## src/rtl/bitslam_synth_if.sv

```systemverilog
// Write bus for the bitslam synthesizer.
//   addr_data_sel : 0 = address write, 1 = data write
//   addr_data     : 6-bit address or data value
// master drives the bus, slave (the synth) samples it.
interface bitslam_synth_if;
    logic       addr_data_sel;
    logic [5:0] addr_data;

    modport master (output addr_data_sel, output addr_data);
    modport slave  (input  addr_data_sel, input  addr_data);
endinterface

```

## src/rtl/bitslam_synth.sv

```systemverilog
// Multi-voice square/noise synthesizer with PWM output.
// Each voice has a clock divider, a phase accumulator, a programmable-duty
// square or 15-bit LFSR noise source and a volume. Voices are summed with
// saturation into a registered sample, which also drives a 1-bit PWM stream.
//
// Ports:
//   clk        : system clock, rising edge
//   reset      : synchronous, active-high
//   bus        : address/data write bus (slave side)
//   sample_out : registered mixed sample
//   pwm_out    : registered PWM of sample_out
//
// Address map: voice = addr[5:2], reg = addr[1:0]
//   0 div_max, 1 volume, 2 mode {enable, noise_sel}, 3 duty
module bitslam_synth #(
    parameter int NUM_VOICES  = 2,
    parameter int DIV_WIDTH   = 6,
    parameter int PHASE_WIDTH = 8,
    parameter int VOL_WIDTH   = 4,
    parameter int OUT_WIDTH   = 5
) (
    input  logic                 clk,
    input  logic                 reset,
    bitslam_synth_if.slave       bus,
    output logic [OUT_WIDTH-1:0] sample_out,
    output logic                 pwm_out
);

    localparam logic [31:0] SAT_MAX = 32'((64'd1 << OUT_WIDTH) - 64'd1);

    logic [5:0]           addr;
    logic [OUT_WIDTH-1:0] pwm_cnt;
    logic [OUT_WIDTH-1:0] sample_next;
    logic [31:0]          sum;
    logic [VOL_WIDTH-1:0] contrib [NUM_VOICES];

    always_ff @(posedge clk) begin
        if (reset) begin
            addr <= '0;
        end else if (!bus.addr_data_sel) begin
            addr <= bus.addr_data;
        end
    end

    for (genvar v = 0; v < NUM_VOICES; v++) begin : g_voice
        logic [DIV_WIDTH-1:0]   div_max;
        logic [DIV_WIDTH-1:0]   div_cnt;
        logic [VOL_WIDTH-1:0]   volume;
        logic                   noise_sel;
        logic                   enable;
        logic [5:0]             duty;
        logic [PHASE_WIDTH-1:0] phase;
        logic [14:0]            lfsr;
        logic                   sel;
        logic                   tick;
        logic                   wave;

        // Voice indices >= NUM_VOICES never match any instance, so such
        // writes fall on the floor.
        assign sel  = bus.addr_data_sel && (addr[5:2] == 4'(v));
        // >= rather than == so lowering div_max below the count still ticks.
        assign tick = enable && (div_cnt >= div_max);
        assign wave = noise_sel ? lfsr[0] : (phase[PHASE_WIDTH-1 -: 6] < duty);
        assign contrib[v] = (enable && wave) ? volume : '0;

        always_ff @(posedge clk) begin
            if (reset) begin
                div_max   <= '0;
                div_cnt   <= '0;
                volume    <= '0;
                noise_sel <= 1'b0;
                enable    <= 1'b0;
                duty      <= 6'h20;
                phase     <= '0;
                lfsr      <= 15'h0001;
            end else begin
                if (sel) begin
                    case (addr[1:0])
                        2'd0: div_max <= bus.addr_data[DIV_WIDTH-1:0];
                        2'd1: volume  <= bus.addr_data[VOL_WIDTH-1:0];
                        2'd2: {enable, noise_sel} <= bus.addr_data[1:0];
                        2'd3: duty    <= bus.addr_data;
                    endcase
                end
                // A disabled voice freezes counter, phase and lfsr.
                if (enable) begin
                    if (tick) begin
                        div_cnt <= '0;
                        phase   <= phase + PHASE_WIDTH'(1);
                        lfsr    <= {lfsr[13:0], lfsr[14] ^ lfsr[13]};
                    end else begin
                        div_cnt <= div_cnt + DIV_WIDTH'(1);
                    end
                end
            end
        end
    end

    always_comb begin
        sum = '0;
        for (int v = 0; v < NUM_VOICES; v++) begin
            sum = sum + 32'(contrib[v]);
        end
        sample_next = (sum > SAT_MAX) ? '1 : sum[OUT_WIDTH-1:0];
    end

    always_ff @(posedge clk) begin
        if (reset) begin
            sample_out <= '0;
            pwm_cnt    <= '0;
            pwm_out    <= 1'b0;
        end else begin
            sample_out <= sample_next;
            pwm_cnt    <= pwm_cnt + OUT_WIDTH'(1);
            pwm_out    <= (sample_out > pwm_cnt);
        end
    end

endmodule

```

## src/flat_wrapper.sv

```systemverilog
// flat-port wrapper written by rule: the top's interface ports become plain ports
module bitslam_synth_flat 
#(
    parameter int NUM_VOICES  = 2,
    parameter int DIV_WIDTH   = 6,
    parameter int PHASE_WIDTH = 8,
    parameter int VOL_WIDTH   = 4,
    parameter int OUT_WIDTH   = 5
)
  (clk, reset, sample_out, pwm_out, bus_addr_data_sel, bus_addr_data);
  bitslam_synth_if bus_i ();
  input  logic clk;
  input  logic reset;
  output logic [OUT_WIDTH-1:0] sample_out;
  output logic pwm_out;
  input wire logic [$bits(bus_i.addr_data_sel)-1:0] bus_addr_data_sel;
  input wire logic [$bits(bus_i.addr_data)-1:0] bus_addr_data;
  assign bus_i.addr_data_sel = bus_addr_data_sel;
  assign bus_i.addr_data = bus_addr_data;
  bitslam_synth #(.NUM_VOICES(NUM_VOICES), .DIV_WIDTH(DIV_WIDTH), .PHASE_WIDTH(PHASE_WIDTH), .VOL_WIDTH(VOL_WIDTH), .OUT_WIDTH(OUT_WIDTH)) u_core (.clk(clk), .reset(reset), .bus(bus_i), .sample_out(sample_out), .pwm_out(pwm_out));
endmodule
```

## config.mk

```make
export PLATFORM = sky130hd
export DESIGN_NAME = bitslam_synth_flat
export DESIGN_NICKNAME = d
export VERILOG_FILES = /design/src/rtl/bitslam_synth_if.sv /design/src/rtl/bitslam_synth.sv /design/src/flat_wrapper.sv
export SDC_FILE = /design/constraint.sdc
export NUM_CORES = 1
export LEC_CHECK = 0
export ABC_CLOCK_PERIOD_IN_PS = 2310
export BUFFER_PORTS_ARGS = -buffer_cell sky130_fd_sc_hd__buf_4
export CORE_UTILIZATION = 30
export DETAILED_ROUTE_END_ITERATION = 8
export SYNTH_ARGS = -nofsm -noshare
export SYNTH_HDL_FRONTEND = slang
export SYNTH_SLANG_ARGS = --single-unit
```

## constraint.sdc

```tcl
create_clock -name clk -period 2.31 [get_ports clk]
set_input_delay 0.693 -clock clk [delete_from_list [all_inputs] [get_ports clk]]
set_output_delay 0.693 -clock clk [all_outputs]
set_load 0.01 [all_outputs]
```

Yosys cells after proc, flatten, opt, wreduce, memory -nomap -nowiden:

Index checks and enable logic that the tools add are counted.

* bits in registers: 111
* input port bits: 9
* logic and storage cells: 63

* add/subtract/negate cells: 6
* $lt $le $gt $ge: 6
* eq/ne operators: 4
* multiplexer cells: 7
* bitwise operators: 2
* reduce and logical (&&, ||, !) cells: 18

Operators by type and width (count)
* greater-than comparator 32 x 5 -> 1 bit (second input constant): 1
* AND reduction 2 bit: 10
* adder 8 x 1 -> 8 bit (second input constant): 2
* adder 6 x 1 -> 6 bit (second input constant): 2
* >= comparator 6 bit: 2
* < comparator 6 bit: 2
* 2-to-1 mux 6 bit: 2
* 2-to-1 mux 4 bit: 2
* logical AND 1 bit: 6
* adder 4 x 4 -> 5 bit: 1
* adder 5 x 1 -> 5 bit (second input constant): 1
* greater-than comparator 5 bit: 1
* 2-to-1 mux 5 bit: 1
* == test 2 bit (second input constant): 2
* == test 4 x 1 -> 1 bit (second input constant): 1
* logical NOT 4 bit: 1
* == test 2 x 1 -> 1 bit (second input constant): 1
* logical NOT 2 bit: 1
* 2-to-1 mux 1 bit: 2
* XOR 1 bit: 2

Logic depth before layout (Yosys ltp):

Gate-level depths: netlist of the first run.

* depth in word-level cells: 7
* mapped depth: 12
* gate-level depth less buffers: 12

Worst setup path before layout of the first run:

OpenSTA, ideal clock, no wires.

* path type: register to register
* start point: reg u_core.g_voice[0].phase[3]
* end point: reg u_core.sample_out[4]
* library setup time: 0.070 ns
* data arrival time: 2.272 ns
* required time: 2.240 ns
* path slack: -0.033 ns
* stages on the path, launching flop included: 12
* path buffers: 0
* clock period less this slack: 2.343 ns
* path through: dfxtp_1 ha_1 a21o_1 a211o_1 a21oi_1 and2_1 ha_1 inv_1 fa_1 nor2b_1 o21ai_0 a21oi_1

* cells in the longest elaborated chain, start to end: 7

RTL lines
* start: declaration: RTL line bitslam_synth.sv:52 `logic [PHASE_WIDTH-1:0] phase;`
* start signal: assignment: RTL line bitslam_synth.sv:89 `phase <= phase + PHASE_WIDTH'(1);`
* < comparator 6 bit (*): RTL line bitslam_synth.sv:63 `assign wave = noise_sel ? lfsr[0] : (phase[PHASE_WIDTH-1 -: 6] < duty);`
* 2-to-1 mux 1 bit (*): RTL line bitslam_synth.sv:63
* logical AND 1 bit (*): RTL line bitslam_synth.sv:64 `assign contrib[v] = (enable && wave) ? volume : '0;`
* 2-to-1 mux 4 bit (*): RTL line bitslam_synth.sv:64
* adder 4 x 4 -> 5 bit (*): RTL line bitslam_synth.sv:102 `sum = sum + 32'(contrib[v]);`
* greater-than comparator 32 x 5 -> 1 bit: RTL line bitslam_synth.sv:104 `sample_next = (sum > SAT_MAX) ? '1 : sum[OUT_WIDTH-1:0];`
* 2-to-1 mux 5 bit (*): RTL line bitslam_synth.sv:104
* end signal: assignment: RTL line bitslam_synth.sv:113 `sample_out <= sample_next;`
* end: declaration: RTL line bitslam_synth.sv:25 `output logic [OUT_WIDTH-1:0] sample_out,`

Mark *: on every way between the ends. The rest lies on a longest branch, timed or not.
A chain may end at the register's enable or synchronous reset.

Worst setup path after layout of the first run:

* start point: reg u_core.g_voice[0].duty[1]
* end point: reg u_core.sample_out[2]

* cells in the longest elaborated chain, start to end: 7

RTL lines
* start: declaration: RTL line bitslam_synth.sv:51 `logic [5:0] duty;`
* start signal: assignment: RTL line bitslam_synth.sv:82 `2'd3: duty <= bus.addr_data;`
* < comparator 6 bit (*): RTL line bitslam_synth.sv:63
* 2-to-1 mux 1 bit (*): RTL line bitslam_synth.sv:63
* logical AND 1 bit (*): RTL line bitslam_synth.sv:64
* 2-to-1 mux 4 bit (*): RTL line bitslam_synth.sv:64
* adder 4 x 4 -> 5 bit (*): RTL line bitslam_synth.sv:102
* greater-than comparator 32 x 5 -> 1 bit: RTL line bitslam_synth.sv:104
* 2-to-1 mux 5 bit (*): RTL line bitslam_synth.sv:104

Marked as above.

==> reports/summary.txt, run 1 <==
RSZ-0062 raised after global routing: true
core area: 16500 um^2
Hold Violations, Final: 0
met1 Use GR: 13.4%
Worst Skew: 6.84 ps
H-tree depth: 3
# clock sinks: 111
Post-synth EDFFs: 0
Port Buffers: 14
CP Class: reg -> reg
Iter 0 DRT Violations: 129
clock tree from TritonCTS: yes
CP endpoint kind: flop
cell area power density: 621 nW/um^2
Remaining Overflow, GRT: 0
most frequent cells in the layout: dfxtp_1, nor2_1, mux2i_1
maximum clock insertion buffer count: 2
top_reg_cell synth: dfxtp_1
largest net degree at the start of global routing: 35
Synth async-reset ratio: 0%
reg-to-reg critical path startpoint: u_core.g_voice[0].duty[1]
DR vias/cell: 4.62
Mapped Avg Cell Area: 9.33 um^2
Inserted Diodes: 0
final setup margin: 33.9 ps
synth unique cells: 44
Final Util: 35.8%
CP startpoint: u_core.g_voice[0].duty[1]
Seq/Total Area, Yosys: 44.0%
Bufs and invs on worst path: 2
Starting Density: 30.6%
most common cell after layout, fill and taps aside: dfxtp_1
RR Endpoint: u_core.sample_out[2]
number of global-route vias before repair: 3645
Reg2Reg Depth: 11
status: finished clean
post-route cell area: 5920 um^2
buffer type at the clock tree root: clkbuf_16
Final ANT Viol Nets: 0
antenna violations before repair: 0
met2 Use GR: 20.8%
placement row count: 47
fin nets: 613
TritonCTS Buffers: 9
Die Area: 17400 um^2
share of cells above drive strength 1: 14.7%
worst skew pair latency: 350 ps
Placer Congestion: 0.771
Clock transition at path regs: 70 ps
Final Critical Period: 2280 ps
cell family with most CP delay: adder cells
hpwl dp: 6740 um
Setup Viol. Count Final: 0
Worst Setup EP: u_core.sample_out[2]
crit share post-route: 98.5%
post-synth net total: 587
Die Width: 132 um
Critical Path RT: 2580 ps
#FFs+latches synth: 111
Ys Warns: 0
drt total wl: 9450 um
CP Launch Type: flop
DR vias: 3651
DP Worst Slack: -235 ps
Top Ports: 15
Mapped Cells: 541
synthesized area: 5050 um^2
worst hold path class: reg -> reg
P&R area growth vs syn: 17.2%
cts hold-fix bufs: 0
arrival time at the worst endpoint: 2550 ps
gr busiest metal: met2
Max stage delay on crit path: 360 ps
LEAKAGE: 0.00255 uW
DRC: 0
Total Routing Usage GR: 11.8%
placed cell area: 5500 um^2
fmax: 439 MHz
max_slew headroom: 69.5%
overall die height: 132 um
met3 Usage GRT: 3.04%
crit path max fanout: 2
slowest cell on the critical path: fa_2
critical path depth in cells: 11
max_cap viols: 0
FF-to-FF setup slack: 30 ps
TritonRoute pass-1 iters: 4
maximum vdd ir drop: 379 uV
Slew Viols, Final: 0
first-pass GRT wire length: 16600 um
CP cell instances: inv_2 -> ha_4 -> a21o_1 -> a211o_1 -> a21oi_2 -> and2_4 -> ha_4 -> inv_2 -> fa_2 -> nor2b_1 -> nor3_1
Avg WL per Cell: 11.9 um
Worst-Margin Slew: 456 ps
## state kept, by name (all words and copies together) (netlist names)
register                  flops
u_core.g_voice.duty          12
u_core.g_voice.noise_sel      2
u_core.pwm_out                1
u_core.g_voice.div_max       12
u_core.g_voice.phase         16
u_core.g_voice.lfsr          30
u_core.g_voice.volume         8
u_core.pwm_cnt                5
u_core.g_voice.enable         2
u_core.addr                   6
u_core.sample_out             5
u_core.g_voice.div_cnt       12
## synthesized netlist by cell type (4+ instances only)
master / n / area (um^2)
or3_1: 5 / 31.3
xnor2_1: 7 / 61.3
dfxtp_1: 111 / 2220
nand4_1: 8 / 50.1
nor3_1: 8 / 40.0
nor2b_1: 8 / 50.1
a211oi_1: 4 / 30.0
mux2i_1: 66 / 661
nand2_1: 25 / 93.8
ha_1: 36 / 450
o21a_1: 4 / 30.0
xor2_1: 11 / 96.3
buf_6: 5 / 56.3
inv_1: 33 / 124
clkbuf_1: 8 / 30.0
nor2_1: 96 / 360
buf_1: 7 / 26.3
o21ai_0: 9 / 45.0
buf_2: 4 / 20.0
and2_1: 10 / 62.6
nand3_1: 16 / 80.1
a21oi_1: 21 / 105
## worst min-delay path by stage
stage / start / end / slack [ps] / depth (start not counted)
3_5_place_dp: u_core.g_voice[0].div_max[0] / u_core.g_voice[0].div_max[0] / 450 / 2
4_1_cts: u_core.g_voice[0].div_max[0] / u_core.g_voice[0].div_max[0] / 460 / 2
2_1_floorplan: u_core.pwm_cnt[0] / u_core.pwm_cnt[0] / 430 / 1
6_report: u_core.g_voice[0].div_max[0] / u_core.g_voice[0].div_max[0] / 460 / 2
3_3_place_gp: u_core.g_voice[0].div_max[1] / u_core.g_voice[0].div_max[1] / 450 / 2
5_1_grt: u_core.g_voice[0].div_max[1] / u_core.g_voice[0].div_max[1] / 480 / 2
## cells by family (layout without fill, tap and decap cells)
group                    count (synthesis)  count (layout)  synth area share, %
adder cells (fa/ha/maj)                 37              37                 9.32
XOR/XNOR                                18              18                 3.12
AO/OA/AOI/OAI                           56              56                 6.94
multiplexers                            69              69                 13.8
flip-flops                             111             111                 44.0
buffers and inverters                   59              89                 5.38
AND/OR/NAND/NOR                        191             191                 17.5
## tightest hold or removal path: cells and delay by family, from the launching register on
kind	cells	cell delay, ps
flip-flops	1	310
AND/OR/NAND/NOR	1	50
AO/OA/AOI/OAI	1	50
## timing repair
item,in CTS,in global routing
setup endpoints to repair,4,6
resized for setup,11,19
setup buffers,4,0
pin swaps,15,12
hold endpoints to repair,0,0
## layout make-up
class                           instances  area, um^2
Clock inverter                          5        56.3
Multi-Input combinational cell        371        2650
Fill cell                            1616       10600
Sequential cell                       111        2230
Clock buffer                           10         239
Timing Repair Buffer                   41         345
Inverter                               33         124
Tap cell                              220         275
## metal layers
layer / vias to the layer above / wire (um)
met3: 15 / 217
met1: 1736 / 4290
li1: 1882 / -
met2: 18 / 4780
met4: 0 / 167
met5: - / 0
## stage by stage
step                instances  TNS [ps]  total power [uW]  hold WS [ps]
floorplan                 541         0              2120           433
global placement          772     -92.0              2170           449
detailed placement        772      -435              2180           451
CTS                       791     -52.3              3740           460
global route              791      -166              3850           485
finish                    791         0              3680           459
## report_power, final
| group | switching (uW) | total, uW | internal [uW] |
|---|---|---|---|
| clock | 683 | 1550 | 864 |
| combinational | 104 | 175 | 71.5 |
| sequential | 18.6 | 1960 | 1940 |
| total | 805 | 3680 | 2870 |
Power figures use the tool's default switching activity.
==> inputs of run 2 (changes only) <==
--- a/config.mk
+++ b/config.mk
@@ -7,7 +7,7 @@
 export LEC_CHECK = 0
 export ABC_CLOCK_PERIOD_IN_PS = 2310
 export BUFFER_PORTS_ARGS = -buffer_cell sky130_fd_sc_hd__buf_4
-export CORE_UTILIZATION = 30
+export CORE_UTILIZATION = 35
 export DETAILED_ROUTE_END_ITERATION = 8
 export SYNTH_ARGS = -nofsm -noshare
 export SYNTH_HDL_FRONTEND = slang
==> run 2 against run 1 <==
Compared with the run above:
- combinational power is essentially flat
- total power grew 5.6%
- setup slack worse by 15 ps
- first-iteration DRC count up 18%
- maximum frequency down 0.67%
- core utilization increased by 6.2 points
- critical endpoint is now u_core.sample_out[4]
- critical path type unchanged
- clock power grew 13%
- sequential share of layout area grew 0.21 points
- largest power group unchanged
- critical path depth grew 1
- clock skew decreased by 2.6 ps
- die area down 14%
- flip-flop and latch count is the same
==> reports/summary.txt, run 2 (synthesis results as in run 1) <==
status: finished clean
gr busiest metal: met2
Inserted Diodes: 0
biggest regs: u_core.g_voice.lfsr x30, u_core.g_voice.phase x16
maximum clock insertion buffer count: 2
final setup margin: 18.5 ps
arrival time at the worst endpoint: 2570 ps
largest reg by FF count: u_core.g_voice.lfsr
Hold Violations, Final: 0
Final Non-Filler Cells: 750
Remaining Overflow, GRT: 0
DR vias: 3642
CP Class: reg -> reg
Final Util: 42.0%
met3 Usage GRT: 2.72%
RSZ-0062 raised after global routing: true
fin nets: 611
met1 Use GR: 17.4%
max_cap viols: 0
most frequent cells in the layout: dfxtp_1, nor2_1, mux2i_1
Final Critical Period: 2290 ps
Cells after DPL: 729
DP Worst Slack: -204 ps
# clock sinks: 111
Iter 0 DRT Violations: 152
most common cell after layout, fill and taps aside: dfxtp_1
Die Width: 122 um
Slew Viols, Final: 0
Top Ports: 15
number of global-route vias before repair: 3483
H-tree depth: 3
Worst-Margin Slew: 445 ps
Avg WL per Cell: 12.6 um
Starting Density: 36.1%
Multi-input gate area: 2650 um^2
TritonRoute pass-1 iters: 4
maximum vdd ir drop: 345 uV
Port Buffers: 14
LEAKAGE: 0.00253 uW
core area: 14000 um^2
cell area power density: 661 nW/um^2
overall die height: 122 um
Die Area: 14900 um^2
drt total wl: 9450 um
cts hold-fix bufs: 0
share of cells above drive strength 1: 13.5%
CP Launch Type: flop
worst hold path class: reg -> reg
CP endpoint kind: flop
Clock transition at path regs: 70 ps
fmax: 436 MHz
DR vias/cell: 4.86
Filler Cells Inserted: 1380
Sequential Area: 2220 um^2
clock tree from TritonCTS: yes
max_slew headroom: 70.2%
placement row count: 43
Worst Skew: 4.29 ps
crit path max fanout: 3
first-pass GRT wire length: 16200 um
crit share post-route: 99.2%
Total Routing Usage GR: 14.0%
Final ANT Viol Nets: 0
hold_ws: 454 ps
TritonCTS Buffers: 9
Placer Congestion: 0.796
buffer type at the clock tree root: clkbuf_16
antenna violations before repair: 0
max FFs per register: 30
DRC: 0
met2 Use GR: 22.8%
P&R area growth vs syn: 16.4%
hpwl dp: 6620 um
Critical Path RT: 2590 ps
worst skew pair latency: 350 ps
total power: 3890 uW
Setup Viol. Count Final: 0
largest net degree at the start of global routing: 35
run 2: layer usage:
metal,wire length [um],up-vias
li1,-,1877
met1,4570,1714
met2,4430,36
met3,197,15
met4,253,0
met5,0,-
run 2: through the flow:
stage	area (um^2)	TNS [ps]
finish	5880	0
detailed placement	5420	-331
floorplan	5060	0
CTS	5820	-70.2
global placement	5420	-93.8
global route	5880	-319
run 2: power breakdown:
group	switching (uW)	internal (uW)	leakage, uW
sequential	18.7	1940	0.000898
clock	664	1090	0.000164
combinational	105	69.0	0.00147
total	787	3100	0.00253
run 2: cell type report:
class / instances / area share, %
Clock buffer: 13 / 4.26
Timing Repair Buffer: 39 / 5.41
Tap cell: 180 / 3.83
Sequential cell: 111 / 37.8
Clock inverter: 3 / 1.53
Multi-Input combinational cell: 371 / 45.0
Inverter: 33 / 2.11
run 2: final timing paths:
kind / from / slack (ps) / cells after the start / endpoint
max: u_core.g_voice[0].duty[1] / 20 / 12 / u_core.sample_out[4]
min: u_core.g_voice[0].div_max[4] / 450 / 2 / u_core.g_voice[0].div_max[4]
max reg2reg: u_core.g_voice[0].duty[1] / 20 / 12 / u_core.sample_out[4]
min reg2reg: u_core.g_voice[0].div_max[4] / 450 / 2 / u_core.g_voice[0].div_max[4]
run 2: critical path, stage by stage (launching register included):
cell     delay [ps]
dfxtp_2         340
inv_2            40
ha_4            220
a21o_1          170
a211o_1         260
a21oi_2         180
and2_4          180
ha_4            130
inv_2            40
fa_2            340
nor2b_2         130
o21ai_1          70
a21oi_1         140
run 2: timing repair:
item,4_1_cts,5_1_grt
endpoints found under the setup margin,4,7
setup buffers,5,0
gates resized for setup,11,13
pin swaps,15,5
